**config.mk**
```make
export PLATFORM = sky130hd
export DESIGN_NAME = cache_line_filler
export DESIGN_NICKNAME = d
export VERILOG_FILES = /design/src/rtl/cache_fill_pkg.sv /design/src/rtl/fill_watchdog.sv /design/src/rtl/cache_line_filler.sv
export SDC_FILE = /design/constraint.sdc
export NUM_CORES = 1
export LEC_CHECK = 0
export BUFFER_PORTS_ARGS = -buffer_cell sky130_fd_sc_hd__buf_2
export CAP_MARGIN = 20
export CORE_MARGIN = 2
export CORE_UTILIZATION = 30
export DETAILED_ROUTE_END_ITERATION = 10
export SLEW_MARGIN = 20
export SYNTH_ARGS = -nofsm -noshare
export SYNTH_HDL_FRONTEND = slang
export SYNTH_SLANG_ARGS = --single-unit
```
**constraint.sdc**
```tcl
create_clock -name wb_clk_i -period 4.4 [get_ports wb_clk_i]
set_input_delay 0.22 -clock wb_clk_i [delete_from_list [all_inputs] [get_ports wb_clk_i]]
set_output_delay 0.22 -clock wb_clk_i [all_outputs]
set_load 0.005 [all_outputs]
```
**src/rtl/cache_fill_pkg.sv**
```systemverilog
`timescale 1ns/1ps
// cache_fill_pkg: shared types and constants for the cache line-fill engine.
// Latency: n/a (declarations only).
// Backpressure: n/a.
//
// Holds the default line geometry, the Wishbone byte-select constant, the
// fill FSM state encoding and the address-slice positions for the default
// 8-word line.
package cache_fill_pkg;

    // Default line geometry: 8 words of 4 bytes = 32-byte lines.
    localparam int DEF_LINE_WORDS = 8;
    localparam int DEF_IDX_W      = $clog2(DEF_LINE_WORDS);

    // Width of the byte offset inside one 32-bit word.
    localparam int BYTE_OFS_W = 2;

    // Every read to exmem is a full 32-bit word.
    localparam logic [3:0] WB_SEL_ALL = 4'hF;

    // Address slices for the default line size: [31:5] line, [4:2] word.
    localparam int LINE_ADR_MSB = 31;
    localparam int LINE_ADR_LSB = DEF_IDX_W + BYTE_OFS_W;
    localparam int WORD_ADR_MSB = LINE_ADR_LSB - 1;
    localparam int WORD_ADR_LSB = BYTE_OFS_W;

    // Fill FSM encoding.
    typedef enum logic [1:0] {
        ST_IDLE = 2'd0,
        ST_REQ  = 2'd1,
        ST_GAP  = 2'd2,
        ST_DONE = 2'd3
    } fill_state_t;

endpackage

```
**src/rtl/fill_watchdog.sv**
```systemverilog
`timescale 1ns/1ps
// fill_watchdog: per-beat acknowledge timeout counter for the line filler.
// Latency: expire is combinational from the count; count updates each clock.
// Backpressure: none; counts while enabled and saturates at its last value.
//
// Ports:
//   clk, rst_n  clock, asynchronous active-low reset
//   load        clear the count (held while the engine is not waiting on ack)
//   en          count this cycle (engine is waiting on ack)
//   expire      en && count has reached TIMEOUT_CYC-1
// TIMEOUT_CYC == 0 removes the counter entirely and expire is tied low.
module fill_watchdog #(
    parameter int TIMEOUT_CYC = 255
) (
    input  logic clk,
    input  logic rst_n,
    input  logic load,
    input  logic en,
    output logic expire
);

    generate
        if (TIMEOUT_CYC == 0) begin : g_off
            logic unused_wd;
            assign unused_wd = ^{clk, rst_n, load, en};
            assign expire    = 1'b0;
        end else begin : g_on
            localparam int CNT_W = (TIMEOUT_CYC < 2) ? 1 : $clog2(TIMEOUT_CYC);
            localparam logic [CNT_W-1:0] LAST = CNT_W'(TIMEOUT_CYC - 1);

            logic [CNT_W-1:0] cnt_q;

            always_ff @(posedge clk or negedge rst_n) begin
                if (!rst_n) begin
                    cnt_q <= '0;
                end else if (load) begin
                    cnt_q <= '0;
                end else if (en && (cnt_q != LAST)) begin
                    cnt_q <= cnt_q + 1'b1;
                end
            end

            // The count reaches LAST on the TIMEOUT_CYC-th waiting cycle, so
            // the engine gives up after exactly TIMEOUT_CYC strobe cycles.
            assign expire = en && (cnt_q == LAST);
        end
    endgenerate

endmodule

```
**src/rtl/cache_line_filler.sv**
```systemverilog
`timescale 1ns/1ps
// cache_line_filler: fetches one cache line from exmem as single-beat classic-WB reads.
// Latency: first m_stb_o one cycle after fill_req_i; each beat costs ack latency + 1.
// Backpressure: waits on m_ack_i per beat; watchdog aborts a stuck beat with fill_err_o.
//
// Optional feature macro: CRITICAL_WORD_FIRST_EN
//   defined   - the fill starts at the requested word fill_adr_i[4:2] and wraps.
//   undefined - the fill always starts at word 0; fill_adr_i[4:2] is ignored.
//
// Ports:
//   wb_clk_i, wb_rst_i         clock, asynchronous active-low reset
//   fill_req_i, fill_adr_i     start a fill of the line holding fill_adr_i (IDLE only)
//   fill_abort_i               drop the current fill, no done/err pulse
//   fill_busy_o                engine not idle
//   fill_vld_o/idx_o/dat_o     one-cycle strobe per returned word with its line index
//   fill_done_o, fill_err_o    end-of-fill pulse; err marks a watchdog timeout
//   m_cyc_o..m_dat_i           classic Wishbone read master towards exmem
module cache_line_filler
    import cache_fill_pkg::*;
#(
    parameter  int LINE_WORDS  = DEF_LINE_WORDS,
    parameter  int TIMEOUT_CYC = 255,
    localparam int IDX_W       = $clog2(LINE_WORDS)
) (
    input  logic             wb_clk_i,
    input  logic             wb_rst_i,
    input  logic             fill_req_i,
    input  logic [31:0]      fill_adr_i,
    input  logic             fill_abort_i,
    output logic             fill_busy_o,
    output logic             fill_vld_o,
    output logic [IDX_W-1:0] fill_idx_o,
    output logic [31:0]      fill_dat_o,
    output logic             fill_done_o,
    output logic             fill_err_o,
    output logic             m_cyc_o,
    output logic             m_stb_o,
    output logic             m_we_o,
    output logic [3:0]       m_sel_o,
    output logic [31:0]      m_adr_o,
    input  logic             m_ack_i,
    input  logic [31:0]      m_dat_i
);

    // Lowest line-address bit for this line size.
    localparam int LINE_LSB = IDX_W + BYTE_OFS_W;
    localparam logic [IDX_W-1:0] LAST_BEAT = IDX_W'(LINE_WORDS - 1);

    fill_state_t         state_q;
    logic [31:LINE_LSB]  line_q;
    logic [IDX_W-1:0]    idx_q;
    logic [IDX_W-1:0]    beat_cnt_q;
    logic                busy_q;
    logic                cyc_q;
    logic                stb_q;
    logic                vld_q;
    logic [IDX_W-1:0]    vld_idx_q;
    logic [31:0]         dat_q;
    logic                done_q;
    logic                err_q;
    logic [IDX_W-1:0]    start_idx;
    logic                wdog_expire;

    // Byte offset is never used; the word offset only matters with CWF.
    logic unused_adr;
    assign unused_adr = ^fill_adr_i[LINE_LSB-1:0];

`ifdef CRITICAL_WORD_FIRST_EN
    assign start_idx = fill_adr_i[LINE_LSB-1:BYTE_OFS_W];
`else
    assign start_idx = '0;
`endif

    // The watchdog is held clear outside REQ, so every beat (and every
    // re-entry from GAP) starts with a fresh count.
    fill_watchdog #(
        .TIMEOUT_CYC (TIMEOUT_CYC)
    ) u_wdog (
        .clk    (wb_clk_i),
        .rst_n  (wb_rst_i),
        .load   (state_q != ST_REQ),
        .en     (state_q == ST_REQ),
        .expire (wdog_expire)
    );

    always_ff @(posedge wb_clk_i or negedge wb_rst_i) begin
        if (!wb_rst_i) begin
            state_q    <= ST_IDLE;
            line_q     <= '0;
            idx_q      <= '0;
            beat_cnt_q <= '0;
            busy_q     <= 1'b0;
            cyc_q      <= 1'b0;
            stb_q      <= 1'b0;
            vld_q      <= 1'b0;
            vld_idx_q  <= '0;
            dat_q      <= '0;
            done_q     <= 1'b0;
            err_q      <= 1'b0;
        end else begin
            // Strobes are single-cycle unless re-asserted below.
            vld_q  <= 1'b0;
            done_q <= 1'b0;
            err_q  <= 1'b0;

            // Abort beats everything, including an ack in the same cycle:
            // that word is dropped and no end-of-fill pulse is produced.
            if (fill_abort_i && (state_q != ST_IDLE)) begin
                state_q <= ST_IDLE;
                busy_q  <= 1'b0;
                cyc_q   <= 1'b0;
                stb_q   <= 1'b0;
            end else begin
                case (state_q)
                    ST_IDLE: begin
                        if (fill_req_i) begin
                            state_q    <= ST_REQ;
                            line_q     <= fill_adr_i[31:LINE_LSB];
                            idx_q      <= start_idx;
                            beat_cnt_q <= '0;
                            busy_q     <= 1'b1;
                            cyc_q      <= 1'b1;
                            stb_q      <= 1'b1;
                        end
                    end

                    ST_REQ: begin
                        if (m_ack_i) begin
                            vld_q     <= 1'b1;
                            vld_idx_q <= idx_q;
                            dat_q     <= m_dat_i;
                            // Power-of-two line: the natural overflow wraps
                            // the index inside the line.
                            idx_q     <= idx_q + 1'b1;
                            stb_q     <= 1'b0;
                            if (beat_cnt_q == LAST_BEAT) begin
                                state_q <= ST_DONE;
                                cyc_q   <= 1'b0;
                                done_q  <= 1'b1;
                            end else begin
                                state_q    <= ST_GAP;
                                beat_cnt_q <= beat_cnt_q + 1'b1;
                            end
                        end else if (wdog_expire) begin
                            state_q <= ST_DONE;
                            cyc_q   <= 1'b0;
                            stb_q   <= 1'b0;
                            done_q  <= 1'b1;
                            err_q   <= 1'b1;
                        end
                    end

                    // One idle-strobe cycle with the bus still owned, so each
                    // classic-WB beat is a distinct strobe.
                    ST_GAP: begin
                        state_q <= ST_REQ;
                        stb_q   <= 1'b1;
                    end

                    ST_DONE: begin
                        state_q <= ST_IDLE;
                        busy_q  <= 1'b0;
                    end

                    default: begin
                        state_q <= ST_IDLE;
                        busy_q  <= 1'b0;
                        cyc_q   <= 1'b0;
                        stb_q   <= 1'b0;
                    end
                endcase
            end
        end
    end

    assign fill_busy_o = busy_q;
    assign fill_vld_o  = vld_q;
    assign fill_idx_o  = vld_idx_q;
    assign fill_dat_o  = dat_q;
    assign fill_done_o = done_q;
    assign fill_err_o  = err_q;

    assign m_cyc_o = cyc_q;
    assign m_stb_o = stb_q;
    assign m_we_o  = 1'b0;
    assign m_sel_o = WB_SEL_ALL;
    // The index field wraps, so the address can never leave the line.
    assign m_adr_o = {line_q, idx_q, {BYTE_OFS_W{1'b0}}};

endmodule

```
== Word-level counts from Yosys, hierarchy flattened ==
Cells that the tools add are included.
Word-level totals
  input port bits: 69
  bits in registers: 84
  output and inout bits: 78
  logic and storage cells: 84
  bits in latches: 0
  memories: 0
  bits in read-only memories: 0
  bits in writable memories: 0
Cells by class
  magnitude comparators: 0
  add/subtract/negate cells: 3
  multipliers: 0
  shift operators: 0
  reductions and logical operators: 18
  equality and inequality tests: 13
  mux-type cells: 36
  div/mod/pow operators: 0
  bitwise logic cells: 1
Operator list (number)
  two-way mux 1 bit: 20
  two-way mux 8 bit: 2
  two-way mux 3 bit: 4
  one-hot mux 3 bit (2 select lines): 2
  AND reduction 3 bit: 3
  adder 8 x 1 -> 8 bit, second input constant: 1
  equality test 8 bit, second input constant: 1
  two-way mux 2 bit: 4
  != test 4 bit, second input constant: 2
  != test 8 bit, second input constant: 1
  one-hot mux 2 bit (4 select lines): 1
  AND reduction 4 bit: 2
  adder 3 x 1 -> 3 bit, second input constant: 2
  != test 2 bit, second input constant: 3
  nonzero test 2 bit: 3
  nonzero test 3 bit: 2
  AND reduction 5 bit: 1
  equality test 2 bit, second input constant: 2
  one-hot mux 1 bit (2 select lines): 2
  AND reduction 2 bit: 2
  nonzero test 4 bit: 1
  equality test 3 bit, second input constant: 1
  logical AND 1 bit: 3
  != test 3 bit, second input constant: 1
  5 further kinds: 5

== Depth between registers and ports, before layout ==
  depth in word-level cells: 6
  mapped depth: 6
  gate-level depth less buffers: 5

== Hierarchy ==
From an unflattened synthesis, not the netlist that was laid out.
Second synthesis, totals
  cells, all modules: 249
  area total of the unflattened synthesis: 3604.7 µm²
Modules (own cells, without submodules)
  cache_line_filler: cells an instance 202, instances 1, area each 3105.5 µm², sequential area each 1901.8 µm²
  fill_watchdog: cells an instance 47, instances 1, area each 499.2 µm², sequential area each 200.2 µm²

== Least setup slack after synthesis ==
No wires, ideal clock.
  kind: reg2reg
  start: register u_wdog.g_on.cnt_q[0]
  end: register cyc_q, in the netlist m_cyc_o
  required time: 4.274 ns
  arrival: 1.341 ns
  stages on the path, launching flop included: 7
  period minus slack after synthesis: 1.467 ns
  path slack: 2.933 ns
  cells stage by stage: dfrtp_1 -> inv_1 -> ha_1 -> and3_1 -> clkbuf_1 -> a211oi_1 -> o32a_1
On the way
  word-level cells in the longest chain between the ends: 4
RTL lines
  from (decl): RTL line fill_watchdog.sv:31  | logic [CNT_W-1:0] cnt_q;
  from (signal assigned): RTL line fill_watchdog.sv:39  | cnt_q <= cnt_q + 1'b1;
  equality test 8 bit: RTL line fill_watchdog.sv:45  | assign expire = en && (cnt_q == LAST);
  logical AND 1 bit: RTL line fill_watchdog.sv:45
  != test 4 bit (no line)
  AND reduction 4 bit (no line)
  to (signal assigned): RTL line cache_line_filler.sv:93  | cyc_q <= 1'b0;
  to (signal assigned): RTL line cache_line_filler.sv:111  | cyc_q <= 1'b0;
  to (signal assigned): RTL line cache_line_filler.sv:122  | cyc_q <= 1'b1;
  to (decl): RTL line cache_line_filler.sv:54  | logic cyc_q;
Every way passes these cells.
A chain may end at the register's enable or synchronous reset.

== Final worst setup path ==
  start: register state_q[0]
  end: register idx_q[0]
On the way
  word-level cells in the longest chain between the ends: 4
  elaborated cells on any way between the ends: 10
  those cells by class: 3 x eq/ne; 1 x mux; 1 x bitwise; 5 x reduce/logical
RTL lines
  from (decl): RTL line cache_line_filler.sv:49  | fill_state_t state_q;
  from (signal assigned): RTL line cache_line_filler.sv:88  | state_q <= ST_IDLE;
  from (signal assigned): RTL line cache_line_filler.sv:109  | state_q <= ST_IDLE;
  from (signal assigned): RTL line cache_line_filler.sv:117  | state_q <= ST_REQ;
  branches (longest 4 deep; another with AND reduction 4 bit)
  to (signal assigned): RTL line cache_line_filler.sv:119  | idx_q <= start_idx;
  to (signal assigned): RTL line cache_line_filler.sv:134  | idx_q <= idx_q + 1'b1;
  to (decl): RTL line cache_line_filler.sv:51  | logic [IDX_W-1:0] idx_q;
Several ways; the timed one is not identified.

==> results.md <==
* Clock Skews at approximately 0.0059 ns
* Worst setup path class: register to register
* CTS max path bufs at 2
* Final net count at roughly 460
* Initial antenna violation count at 0
* Final hold violations at 0
* Crit path max fanout at 40
* Wire per inst at around 13 um
* Synth unique cells at 40
* HPWL Detailed at between 4000 and 5000 um
* Grt total ovfl at 0
* Final ANT Viol Nets at 0
* Vias in the first global route at ~2400
* IO Pins at 147
* Mean Syn Cell Area at approximately 14 sq um
* CP top delay family: flip-flops
* RSZ-0062 raised after global routing: no
* Die Wd at about 110 um
* HP Class: input pin to register
* Slowest Stage Delay on Critical Path at around 0.63 ns
* Startpoint types: register
* Critical Path Sink Type: register
* Core Area at 11400 sq um
* Clk sinks at 84
* Slew Viols, Final at 0
* Worst-skew pair later-pin latency at about 0.33 ns
* Worst Path Required at roughly 4.6 ns
* Die ar. at around 13000 sq um
* Post-CTS Setup Repair Bufs at 0
* Vias at between 2000 and 2500
* Seq/Total Area, Yosys at 0.598
* Cells after Synth at about 250
* Fillcell total at 1094
* Layout cell share with drive strength beyond 1 at 0.547
* Pre-antenna DRT Iters at 4
* Area of the multi-input gates at between 1000 and 1500 sq um
* Peak supply drop at between 0.2 and 0.3 mV
* Via density at approximately 4.6
* DRC Markers at 0
* Most frequent cells in the layout: buf_2 (133), dfrtp_1 (84), mux2_2 (63), clkbuf_16 (9), nand2_1 (8)
* Root Buffer: clkbuf_16
* Synthesized flop and latch total at 84
* Pin count of the biggest net entering global routing at 85
* Initial core utilization at 0.308
* Leading cell type in the layout, fill and taps excluded: buf_2
* Ys Warns at 0
* Worst slew pin tran at 0.756 ns
* Worst reg2reg startpoint: state_q[0]$_DFFE_PN0P_
* Static Leakage at 2.22 nW
* Port Buffers at approximately 130
* CP bufs+invs at 1
* Antenna cells at 0
* Fin crit period at 2.23 ns
* Power, Total at between 2 and 2.5 mW
* Highest Clock Rate at 448 MHz
* GRT Total Usage at 0.121
* First-pass GRT wire length at 11900 um
* Pwr dens at about 510 nW/um^2
* Relative slew slack at 0.496
* Final Routed Wirelength at just over 7000 um
* CTS tree: yes
* Final setup fails at 0
* Period utilisation layout at 0.507
* R2r setup slk at between 2 and 2.5 ns
* H-tree depth at 3
* WP depth at 4
* Routability cong. at between 0.7 and 0.8
* Max-cap violations at 0
* Status: completed
* Reg clk slew, reported paths at about 0.06 ns
* Area grow syn2layout at 30.4%
* Setup crit end: idx_q[0]$_DFFE_PN0P_
* CP Cell Sequence: nand4bb_1 -> inv_4 -> nor2_1 -> mux2_2
* Register area at around 2100 sq um
* Post-synthesis cell area at 3510 sq um
* Slowest stage cell, crit path: dfrtp_1
* FF-to-FF path depth at 4
* Iteration-0 DRC Markers at 56
* Chip Height at about 110 um
* R2r endpoint: idx_q[0]$_DFFE_PN0P_
* Setup Total Neg Slack at 0 ns
* # rows at 39
* Critical path launch point: state_q[0]$_DFFE_PN0P_
* Arrival time worst endpoint at ~2.5 ns
* CTS buffer count at 9
-- how the worst min path moves through the flow --
stage / from / end / slack (ns) / depth (start not counted)
floorplan: wb_rst_i / beat_cnt_q[0]$_DFFE_PN0P_ / -0.08 / 0
global placement: m_dat_i[27] / fill_dat_o[27]$_DFFE_PN0P_ / 0.45 / 2
detailed placement: m_dat_i[13] / fill_dat_o[13]$_DFFE_PN0P_ / 0.46 / 2
CTS: m_dat_i[13] / fill_dat_o[13]$_DFFE_PN0P_ / 0.09 / 2
global route: fill_adr_i[27] / line_q[27]$_DFFE_PN0P_ / 0.1 / 2
finish: m_dat_i[22] / fill_dat_o[22]$_DFFE_PN0P_ / 0.11 / 2
-- synth_stat cells --
library cell  instances  area share
inv_4                 1      0.0018
a31oi_1               4      0.0071
nor3b_4               1      0.0053
ha_1                  5       0.018
and3_1                5      0.0089
or3_1                 2      0.0036
a311o_1               1      0.0028
o311ai_0              1      0.0025
buf_2                 5      0.0071
buf_4                10       0.021
a21oi_1               5      0.0071
nand2b_1              3      0.0053
or3b_4                1      0.0032
buf_6                 2      0.0064
a22o_1                2      0.0050
and2_1                1      0.0018
o21ai_1               1      0.0014
nor2_1                4      0.0043
conb_1                2      0.0021
nand4bb_1             1      0.0032
nand2_1               8      0.0085
nor2b_1               4      0.0071
and4_1                3      0.0075
a211oi_1              2      0.0043
nand4_1               1      0.0018
clkbuf_1              1      0.0011
nor3b_1               1      0.0021
o21ai_0               7       0.010
dfrtp_1              84        0.60
mux2i_1               2      0.0057
o21a_1                1      0.0021
o41ai_1               1      0.0025
a32o_1                1      0.0028
o22ai_1               1      0.0018
nand3_1               3      0.0043
nor3_1                4      0.0057
inv_1                 6      0.0064
mux2_2               63        0.20
o2111ai_1             2      0.0050
o32a_1                1      0.0028
-- registers in the layout, summed over array words and instances (netlist names) --
signal,cells
fill_dat_o,32
line_q,27
u_wdog.g_on.cnt_q,8
beat_cnt_q,3
fill_idx_o,3
idx_q,3
state_q,2
fill_busy_o,1
fill_done_o,1
fill_err_o,1
fill_vld_o,1
m_cyc_o,1
m_stb_o,1
-- routing by layer --
metal | track usage | vias up | wire (um)
met4 | 0.0610 | 0 | 187
li1 | - | 1165 | -
met5 | 0 | - | 0
met3 | 0.0486 | 14 | 623
met1 | 0.155 | 1189 | 3170
met2 | 0.177 | 101 | 3230
-- power by group --
| part | switching, mW | internal (mW) | leakage, nW |
|---|---|---|---|
| sequential | 0.0998 | 0.960 | 1.03 |
| clock | 0.281 | 0.483 | 0.149 |
| combinational | 0.197 | 0.298 | 1.05 |
| total | 0.578 | 1.74 | 2.22 |
-- layout make-up --
cell class	instances	share of cell area
inverter	7	0.00628
multi-input combinational	149	0.278
clock buffer	14	0.0598
timing repair buffer	136	0.152
tap	143	0.0390
sequential	84	0.459
clock inverter	1	0.00655
-- per-stage QoR --
| stage | cell area (sq um) | cells | utilization | hold WS (ns) | setup slack (ns) |
|---|---|---|---|---|---|
| 5_1_grt | 4580 | 534 | 0.401 | 0.0971 | 1.94 |
| 4_1_cts | 4570 | 533 | 0.400 | 0.0948 | 2.11 |
| 3_3_place_gp | 4270 | 518 | 0.374 | 0.451 | 2.23 |
| 3_5_place_dp | 4270 | 518 | 0.374 | 0.456 | 2.12 |
| 6_report | 4580 | 534 | 0.401 | 0.114 | 2.17 |
| 2_1_floorplan | 3530 | 258 | - | -0.0756 | 2.93 |
-- kinds of logic after synthesis --
family | count (synthesis) | share of synthesized area
other | 2 | 0.00214
DFF | 84 | 0.598
muxes | 65 | 0.208
buffers and inverters | 25 | 0.0442
and+or+nand+nor | 42 | 0.0727
AOI/OAI and AO/OA | 30 | 0.0573
adders and majority gates | 5 | 0.0178
-- repair_timing --
item                                   in CTS  in global routing
endpoints found under the hold margin       0                  8
hold buffers                                0                  1
gates resized for setup                     0                  0
Note: power is estimated with default switching activity, not from simulation.
